<file path="src/rtl/sap_controller.sv">
// sap_controller: SAP-1 style ring-counter control sequencer with halt and instruction counting
module sap_controller #(
    parameter logic [3:0] HLT_OP = 4'hF,
    parameter logic [3:0] OUT_OP = 4'hE
) (
    input  logic       clk,
    input  logic       clr,
    input  logic       run,
    input  logic       step,
    input  logic [3:0] opcode,
    output logic [5:0] ring,
    output logic       halted,
    output logic       pc_out,
    output logic       pc_inc,
    output logic       mar_load,
    output logic       rom_out,
    output logic       ir_load,
    output logic       ir_out,
    output logic       acc_load,
    output logic       acc_out,
    output logic       b_load,
    output logic       alu_out,
    output logic       alu_sub,
    output logic       out_load,
    output logic [7:0] instr_count
);
    localparam logic [1:0] IDLE  = 2'd0;
    localparam logic [1:0] FETCH = 2'd1;
    localparam logic [1:0] EXEC  = 2'd2;
    localparam logic [1:0] HALT  = 2'd3;

    logic [1:0] state_q, state_d;
    logic [5:0] ring_q, ring_d;
    logic [7:0] cnt_q, cnt_d;
    logic       step_q, step_d;
    logic       step_rise, is_hlt, is_out, is_lda, is_add, is_sub, is_mem;

    assign step_rise = step & ~step_q;
    assign is_hlt    = opcode == HLT_OP;
    assign is_out    = opcode == OUT_OP & ~is_hlt;
    assign is_lda    = opcode == 4'd0 & ~is_hlt & ~is_out;
    assign is_add    = opcode == 4'd1 & ~is_hlt & ~is_out;
    assign is_sub    = opcode == 4'd2 & ~is_hlt & ~is_out;
    assign is_mem    = is_lda | is_add | is_sub;

    // Next-state: fetch/execute ring advance, halt entry and instruction counting
    always_comb begin
        state_d = state_q;
        ring_d  = ring_q;
        cnt_d   = cnt_q;
        step_d  = step;
        case (state_q)
            IDLE: begin
                if (run || step_rise) begin
                    state_d = FETCH;
                    ring_d  = 6'b000001;
                end
            end
            FETCH: begin
                ring_d  = ring_q << 1;
                state_d = ring_q[2] ? EXEC : FETCH;
            end
            EXEC: begin
                if (ring_q[3] && is_hlt) begin
                    state_d = HALT;
                    ring_d  = 6'b0;
                    cnt_d   = cnt_q + 8'd1;
                end else if (ring_q[5]) begin
                    state_d = run ? FETCH : IDLE;
                    ring_d  = run ? 6'b000001 : 6'b0;
                    cnt_d   = cnt_q + 8'd1;
                end else begin
                    ring_d  = ring_q << 1;
                end
            end
            default: ;
        endcase
    end

    // State registers; clr drops everything back to IDLE without waiting for a clock
    always_ff @(posedge clk or negedge clr) begin
        if (!clr) begin
            state_q <= IDLE;
            ring_q  <= 6'b0;
            cnt_q   <= 8'd0;
            step_q  <= 1'b0;
        end else begin
            state_q <= state_d;
            ring_q  <= ring_d;
            cnt_q   <= cnt_d;
            step_q  <= step_d;
        end
    end

    // Strobes decode straight from the ring, so IDLE/HALT (ring=0) yield all zeros
    always_comb begin
        pc_out   = ring_q[0];
        pc_inc   = ring_q[1];
        mar_load = ring_q[0] | (ring_q[3] & is_mem);
        rom_out  = ring_q[2] | (ring_q[4] & is_mem);
        ir_load  = ring_q[2];
        ir_out   = ring_q[3] & is_mem;
        acc_out  = ring_q[3] & is_out;
        out_load = ring_q[3] & is_out;
        b_load   = ring_q[4] & (is_add | is_sub);
        acc_load = (ring_q[4] & is_lda) | (ring_q[5] & (is_add | is_sub));
        alu_out  = ring_q[5] & (is_add | is_sub);
        alu_sub  = ring_q[5] & is_sub;
    end

    assign ring        = ring_q;
    assign halted      = state_q == HALT;
    assign instr_count = cnt_q;
endmodule

</file>
<file path="config.mk">
export PLATFORM = sky130hd
export DESIGN_NAME = sap_controller
export DESIGN_NICKNAME = d
export VERILOG_FILES = /design/src/rtl/sap_controller.sv
export SDC_FILE = /design/constraint.sdc
export NUM_CORES = 1
export LEC_CHECK = 0
export CORE_ASPECT_RATIO = 1.2
export CORE_MARGIN = 10
export CORE_UTILIZATION = 44
export DETAILED_ROUTE_END_ITERATION = 12
export PLACE_DENSITY = 0.85
export SYNTH_ARGS = -nofsm -noshare
export SYNTH_HDL_FRONTEND = slang
export SYNTH_SLANG_ARGS = --single-unit
</file>
<file path="constraint.sdc">
create_clock -name clk -period 2.4 [get_ports clk]
set_clock_uncertainty 0.2 [all_clocks]
set_input_delay 0.48 -clock clk [delete_from_list [all_inputs] [get_ports clk]]
set_output_delay 0.48 -clock clk [all_outputs]
set_load 0.1 [all_outputs]
</file>
==> results of run 1 <==
power by group through the flow:
stage	registers, mW	clock network (mW)	logic (mW)
finish	0.429	0.149	1.23
global route	0.442	0.173	1.30
CTS	0.429	0.159	1.24
detailed placement	0.435	0	1.24
global placement	0.428	0	1.22
floorplan	0.716	0	0.658
what timing repair did:
action | 4_1_cts | 5_1_grt
hold buffers | 0 | 0
resized for setup | 4 | 4
setup endpoints to repair | 5 | 2
cells by family after synthesis:
logic type	Yosys count	synth area share, %
AOI/OAI and AO/OA	20	18.45
xor gates and xnor gates	8	7.125
adders and majority gates	5	6.361
buffers and inverters	10	5.343
DFF	17	43.26
muxes	2	2.163
and+or+nand+nor	29	17.30
critical path: stages, from the launching register on:
cell                      delay [ns]
sky130_fd_sc_hd__dfrtp_4        0.53
sky130_fd_sc_hd__mux2i_1        0.18
sky130_fd_sc_hd__nor2_1         0.06
sky130_fd_sc_hd__a21oi_1        0.23
sky130_fd_sc_hd__nor3_4         0.08
sky130_fd_sc_hd__buf_12         0.17
worst min path at each step:
stage | depth (start not counted) | to | slack, ns | start
after floorplan | 0 | instr_count[0]$_DFFE_PN0P_ | -0.02 | clr
after detailed placement | 1 | instr_count[7]$_DFFE_PN0P_ | 0.26 | instr_count[7]$_DFFE_PN0P_
after global routing | 1 | ring[1]$_DFFE_PN0P_ | 0.31 | clr
after global placement | 1 | instr_count[7]$_DFFE_PN0P_ | 0.26 | instr_count[7]$_DFFE_PN0P_
after CTS | 1 | instr_count[7]$_DFFE_PN0P_ | 0.28 | instr_count[7]$_DFFE_PN0P_
final | 1 | instr_count[7]$_DFFE_PN0P_ | 0.28 | instr_count[7]$_DFFE_PN0P_
layout make-up:
| type | count | area (um2) | area share, % |
|---|---|---|---|
| multi-input cells | 64 | 538.0 | 35.77 |
| repair buffers | 40 | 441.7 | 29.37 |
| flip-flops and latches | 17 | 436.7 | 29.04 |
| well taps | 30 | 37.54 | 2.496 |
| clock buffers | 3 | 22.52 | 1.498 |
| inverters | 6 | 22.52 | 1.498 |
| clock inverters | 1 | 5.005 | 0.3328 |
per-stage QoR:
stage               TNS [ns]  instances  hold WS [ns]  util, %  setup slack, ns
global placement    -0.08705        157        0.2630    70.19         -0.04865
floorplan                  0         91      -0.01559        -         0.007639
detailed placement   -0.4652        157        0.2634    70.19          -0.1828
finish                     0        161        0.2768    71.80           0.1763
CTS                        0        161        0.2818    71.74          0.02384
global route               0        161        0.3088    71.80          0.04249
registers in the layout, indices dropped and copies added (netlist names):
signal and count:
ring 6, instr_count 8, step_q 1, state_q 2
layout by cell type, fill, tap and decap left out, drive strengths merged, types with 2 or more instances in the layout:
cell           instances
a21oi                  3
a22o                   5
and3                   5
and4                   2
buf                   33
clkbuf                 4
clkdlybuf4s50          3
dfrtp                 17
dlymetal6s2s           2
ha                     5
inv                    6
nand2                  7
nand3                  5
nand4                  2
nor2                   2
nor2b                  2
o21ai                  3
xnor2                  6
xor2                   2
per-layer routing:
layer,GRT usage [%],up-vias,wire (um),share of wire [%]
li1,-,404,-,-
met1,14.14,406,1095,42
met2,21.24,30,1360,52
met3,4.821,2,154,5.9
met4,3.731,0,12,0.46
met5,0,-,0,0
==> results.sh, run 1 <==
export IMPL_outcome="completed"
export IMPL_grtUsageTotal_pct=12.50
export IMPL_placed_area_um2=1470
export IMPL_path_class="flip-flop to output port"
export IMPL_timing_reg2reg_setup_slack_ns=0.48
export IMPL_fp_dieW_um=63.16
export IMPL_grt_overflow_total=0
export IMPL_numCtsBuffers=3
export IMPL_post_route_cells_drive_above_1_share_pct=41.22
export IMPL_rows=18
export IMPL_via_count=842
export IMPL_hold_violations=0
export IMPL_synthFlopType="sky130_fd_sc_hd__dfrtp_1"
export IMPL_number_of_distinct_library_cells_after_synthesis=34
export IMPL_grt_pass1_vias=912
export IMPL_final_fill_count=161
export IMPL_cts_num_sinks=17
export IMPL_critical_path_max_fanout=9
export IMPL_postRouteAntennaNets=0
export IMPL_synth_ff_latch_count=17
export IMPL_synth_async_sr_flop_share_pct=100.0
export IMPL_drc_errors=0
export IMPL_cp_launch_type="flip-flop"
export IMPL_die_h_um=71.79
export IMPL_h_tree_level_count=1
export IMPL_share_clk_of_total_power_pct=8.3
export IMPL_postSynthNetCount=104
export IMPL_design_die_area_um2=4534
export IMPL_r2r_start="state_q[0]$_DFFE_PN0P_"
export IMPL_synth_area_um2=983.4
export IMPL_synth_yosys_seq_area_share_pct=43.26
export IMPL_grt_pass1_wl_um=4664
export IMPL_static_leakage_power_nw=0.7315
export IMPL_port_buffer_count=34
export IMPL_critical_path_endpoint="acc_load"
export IMPL_number_of_antenna_violations_at_the_first_check_in_global_routing=0
export IMPL_worst_endpoint_arrival_ns=1.54
export IMPL_placeableCoreArea_um2=2095
export IMPL_grt_setup_unrepaired="no"
export IMPL_post_route_cell_area_um2=1504
export IMPL_synth_top_area_cell="sky130_fd_sc_hd__dfrtp_1"
export IMPL_hold_path_class="flip-flop to flip-flop"
export IMPL_first_iter_violations=14
export IMPL_worstRegToRegCells=5
export IMPL_vdd_ir_drop_max_mv=0.8257
export IMPL_regToRegEndpoint="instr_count[1]$_DFFE_PN0P_"
export IMPL_dp_hpwl_um=2187
export IMPL_tritoncts="built"
export IMPL_max_slew_margin_rel_pct=68.56
export IMPL_setup_violations=0
export IMPL_synthesis_instances=91
export IMPL_cts_buffer_depth=2
export IMPL_routed_via_density=5.230
export IMPL_synth_warning_count=0
export IMPL_floorplan_initialDensity_pct=46.95
export IMPL_routed_wire_length_per_instance_um=16.29
export IMPL_power_per_cell_area_nw_per_um2=1204
export IMPL_antenna_diode_count=0
export IMPL_net_switching_power_mw=1.050
export IMPL_num_nets_final=145
export IMPL_worst_slew_pin_transition_ns=0.4702
export IMPL_detail_route_wirelength_um=2623
export IMPL_fmax_mhz=449.7
export IMPL_total_power_mw=1.811
export IMPL_power_share_switching_pct=57.97
export IMPL_yosysMostFrequentCell="sky130_fd_sc_hd__dfrtp_1"
export IMPL_grt_start_max_net_pins=12
export IMPL_synth_top_area_share_pct=43.26
export IMPL_power_report_internal_total_mw=0.7611
export IMPL_io_pins=35
export IMPL_drt_pre_antenna_iters=4
export IMPL_power_sequential_fraction_pct=23.7
export IMPL_synth_top_cells_by_count="17 x sky130_fd_sc_hd__dfrtp_1, 7 x sky130_fd_sc_hd__nand2_1, 6 x sky130_fd_sc_hd__inv_1, 6 x sky130_fd_sc_hd__xnor2_1"
export IMPL_postCtsSetupBuffers=0
export IMPL_area_delta_synth_final_pct=52.93
export IMPL_worstSkewPairLatency_ns=0.29
export IMPL_ys_top_cells_by_area="sky130_fd_sc_hd__dfrtp_1 43%, sky130_fd_sc_hd__ha_1 6.4%, sky130_fd_sc_hd__xnor2_1 5.3%"
export IMPL_fin_crit_sh_pct=92.66
export IMPL_maxCapViolCount=0
export IMPL_setup_worst_path_end_class="output port"
export IMPL_synth_enable_flop_cells=0
export IMPL_logic_pwr_share_pct=68.1
export IMPL_synthesis_area_per_instance_um2=10.81
export IMPL_critical_path_launch_point="ring[5]$_DFFE_PN0P_"
export IMPL_cts_clk_slew_worst_paths_ns=0.10
export IMPL_gp_routability_congestion=0.7793
export IMPL_timing_critical_path_required_ns=1.72
export IMPL_final_max_slew_violation_count=0
export IMPL_finalCriticalPeriod_ns=2.224
export IMPL_cts_root_buffer="sky130_fd_sc_hd__clkbuf_4"
(Power assumes the default switching activity.)
==> run 2, diff against run 1 <==
--- a/config.mk
+++ b/config.mk
@@ -10,4 +10,5 @@
 export CORE_UTILIZATION = 44
 export DETAILED_ROUTE_END_ITERATION = 12
+export HOLD_SLACK_MARGIN = 0.03
 export PLACE_DENSITY = 0.85
 export SYNTH_ARGS = -nofsm -noshare
--- a/constraint.sdc
+++ b/constraint.sdc
@@ -3,3 +3,3 @@
 set_input_delay 0.48 -clock clk [delete_from_list [all_inputs] [get_ports clk]]
 set_output_delay 0.48 -clock clk [all_outputs]
-set_load 0.1 [all_outputs]
+set_load 0.01 [all_outputs]
==> run 2 against run 1 <==
  * Wire length down 4.7%
  * Largest power group unchanged
  * Sequential share of layout area is 1.1 points higher
  * Cell count up 1.9%
  * Hold slack about the same
  * Via count is 1.5% higher
  * Register-to-register slack is essentially flat
  * Fmax is 2.9% lower
==> results.sh, run 2 (synthesis gave the netlist of run 1 again) <==
export IMPL_worst_endpoint_arrival_ns=1.61
export IMPL_grt_pass1_vias=909
export IMPL_design_die_area_um2=4534
export IMPL_detail_route_wirelength_um=2499
export IMPL_number_of_antenna_violations_at_the_first_check_in_global_routing=0
export IMPL_power_per_cell_area_nw_per_um2=808.8
export IMPL_cts_clk_slew_worst_paths_ns=0.10
export IMPL_area_delta_synth_final_pct=43.77
export IMPL_grt_pass1_wl_um=4243
export IMPL_h_tree_level_count=1
export IMPL_floorplan_initialDensity_pct=46.95
export IMPL_mostFrequentLayoutCells="23 x sky130_fd_sc_hd__clkdlybuf4s50_1, 17 x sky130_fd_sc_hd__dfrtp_1, 10 x sky130_fd_sc_hd__dlygate4sd2_1"
export IMPL_hold_violations=0
export IMPL_cts_root_buffer="sky130_fd_sc_hd__clkbuf_4"
export IMPL_via_count=855
export IMPL_antenna_diode_count=0
export IMPL_tritoncts="built"
export IMPL_setup_slack_ns=0.1094
export IMPL_timing_critical_path_required_ns=1.72
export IMPL_mostFrequentLayoutCell="sky130_fd_sc_hd__clkdlybuf4s50_1"
export IMPL_maxCapViolCount=0
export IMPL_max_slew_margin_rel_pct=67.81
export IMPL_outcome="completed"
export IMPL_cts_num_sinks=17
export IMPL_setup_violations=0
export IMPL_finalSetupTns_ns=0
export IMPL_worst_slew_pin_transition_ns=0.4805
export IMPL_worstSkewPairLatency_ns=0.30
export IMPL_hold_path_class="flip-flop to flip-flop"
export IMPL_post_route_cells_drive_above_1_share_pct=17.16
export IMPL_setup_worst_path_end_class="output port"
export IMPL_port_buffer_count=34
export IMPL_grt_setup_unrepaired="no"
export IMPL_grt_start_max_net_pins=18
export IMPL_rows=18
export IMPL_grtUsageTotal_pct=11.26
export IMPL_cts_buffer_depth=2
export IMPL_post_place_ws_ns=-0.3579
export IMPL_critical_path_max_fanout=3
export IMPL_postRouteAntennaNets=0
export IMPL_die_h_um=71.79
export IMPL_largest_register_ffs=8
export IMPL_drt_pre_antenna_iters=4
export IMPL_gp_routability_congestion=0.7539
export IMPL_fmax_mhz=436.6
export IMPL_placeableCoreArea_um2=2095
export IMPL_routed_via_density=5.213
export IMPL_finalCriticalPeriod_ns=2.291
export IMPL_drc_errors=0
export IMPL_fin_crit_sh_pct=95.44
export IMPL_routed_wire_length_per_instance_um=15.24
export IMPL_cp_launch_type="input port"
export IMPL_static_leakage_power_nw=0.6805
export IMPL_fp_dieW_um=63.16
export IMPL_io_pins=35
export IMPL_first_iter_violations=19
export IMPL_dp_hpwl_um=2038
export IMPL_numCtsBuffers=3
export IMPL_path_class="input port to output port"
export IMPL_num_nets_final=148
export IMPL_grt_overflow_total=0
export IMPL_final_max_slew_violation_count=0
export IMPL_vdd_ir_drop_max_mv=0.5018
## run 2: cell count changes in the layout (fill, tap and decap cells not counted), moves of 3 or more
cell	delta
sky130_fd_sc_hd__buf_4	-14
sky130_fd_sc_hd__dfrtp_1	+3
sky130_fd_sc_hd__dfrtp_4	-3
sky130_fd_sc_hd__dlygate4sd2_1	+9
sky130_fd_sc_hd__buf_12	-10
sky130_fd_sc_hd__clkdlybuf4s50_1	+20
## run 2: what timing repair did
| item | CTS | global route |
|---|---|---|
| hold buffers | 0 | 0 |
| cloned | 0 | 0 |
| buffers inserted | 0 | 0 |
| setup endpoints to repair | 9 | 1 |
| resized for setup | 13 | 1 |
| endpoints found under the hold margin | 0 | 0 |
## run 2: path summary, 6_finish.rpt
kind,from,end,slack [ns],cells past startpoint
max,opcode[0],acc_load,0.11,7
min,instr_count[7]$_DFFE_PN0P_,instr_count[7]$_DFFE_PN0P_,0.28,1
max reg2reg,state_q[0]$_DFFE_PN0P_,instr_count[1]$_DFFE_PN0P_,0.49,5
min reg2reg,instr_count[7]$_DFFE_PN0P_,instr_count[7]$_DFFE_PN0P_,0.28,1
max in group asynchronous,clr,instr_count[4]$_DFFE_PN0P_,1.52,2
min in group asynchronous,clr,ring[0]$_DFFE_PN0P_,0.30,2
## run 2: layer usage
| metal | part of all wire [%] | vias up | GRT usage, % | wire length, um |
|---|---|---|---|---|
| met1 | 42 | 404 | 11.91 | 1060 |
| met3 | 12 | 2 | 6.065 | 291 |
| li1 | - | 413 | - | - |
| met2 | 45 | 36 | 19.10 | 1130 |
| met4 | 0.64 | 0 | 2.985 | 16 |
| met5 | 0 | - | 0 | 0 |
## run 2: critical path: stages
cell and delay [ns]:
sky130_fd_sc_hd__dlygate4sd2_1 0.26, sky130_fd_sc_hd__buf_4 0.15, sky130_fd_sc_hd__mux2i_1 0.11, sky130_fd_sc_hd__nor2_1 0.11
sky130_fd_sc_hd__a21oi_1 0.05, sky130_fd_sc_hd__nor3_1 0.15, sky130_fd_sc_hd__dlygate4sd2_1 0.30
## run 2: report_power, final
group          internal (mW)  switching [mW]
clock                 0.0635          0.0982
sequential             0.343          0.0732
combinational          0.295           0.270
## run 2: layout make-up
| cell class | instances | area, um2 |
|---|---|---|
| Fill cell | 186 | 680.7 |
| Clock inverter | 1 | 7.507 |
| Clock buffer | 3 | 22.52 |
| Tap cell | 30 | 37.54 |
| Timing Repair Buffer | 43 | 390.4 |
| Inverter | 6 | 22.52 |
| Multi-Input combinational cell | 64 | 508.0 |
| Sequential cell | 17 | 425.4 |
## run 2: metrics by stage
step           utilization (%)  instance area (um2)  hold slack [ns]  cells  power, mW
6_report                 67.50                 1414           0.2764    164      1.144
5_1_grt                  67.50                 1414           0.3139    164      1.228
4_1_cts                  67.74                 1419           0.2832    164      1.160
3_5_place_dp             66.79                 1399           0.2643    160      1.011
3_3_place_gp             66.79                 1399           0.2610    160     0.9821
2_1_floorplan                -                983.4         -0.01559     91     0.7557
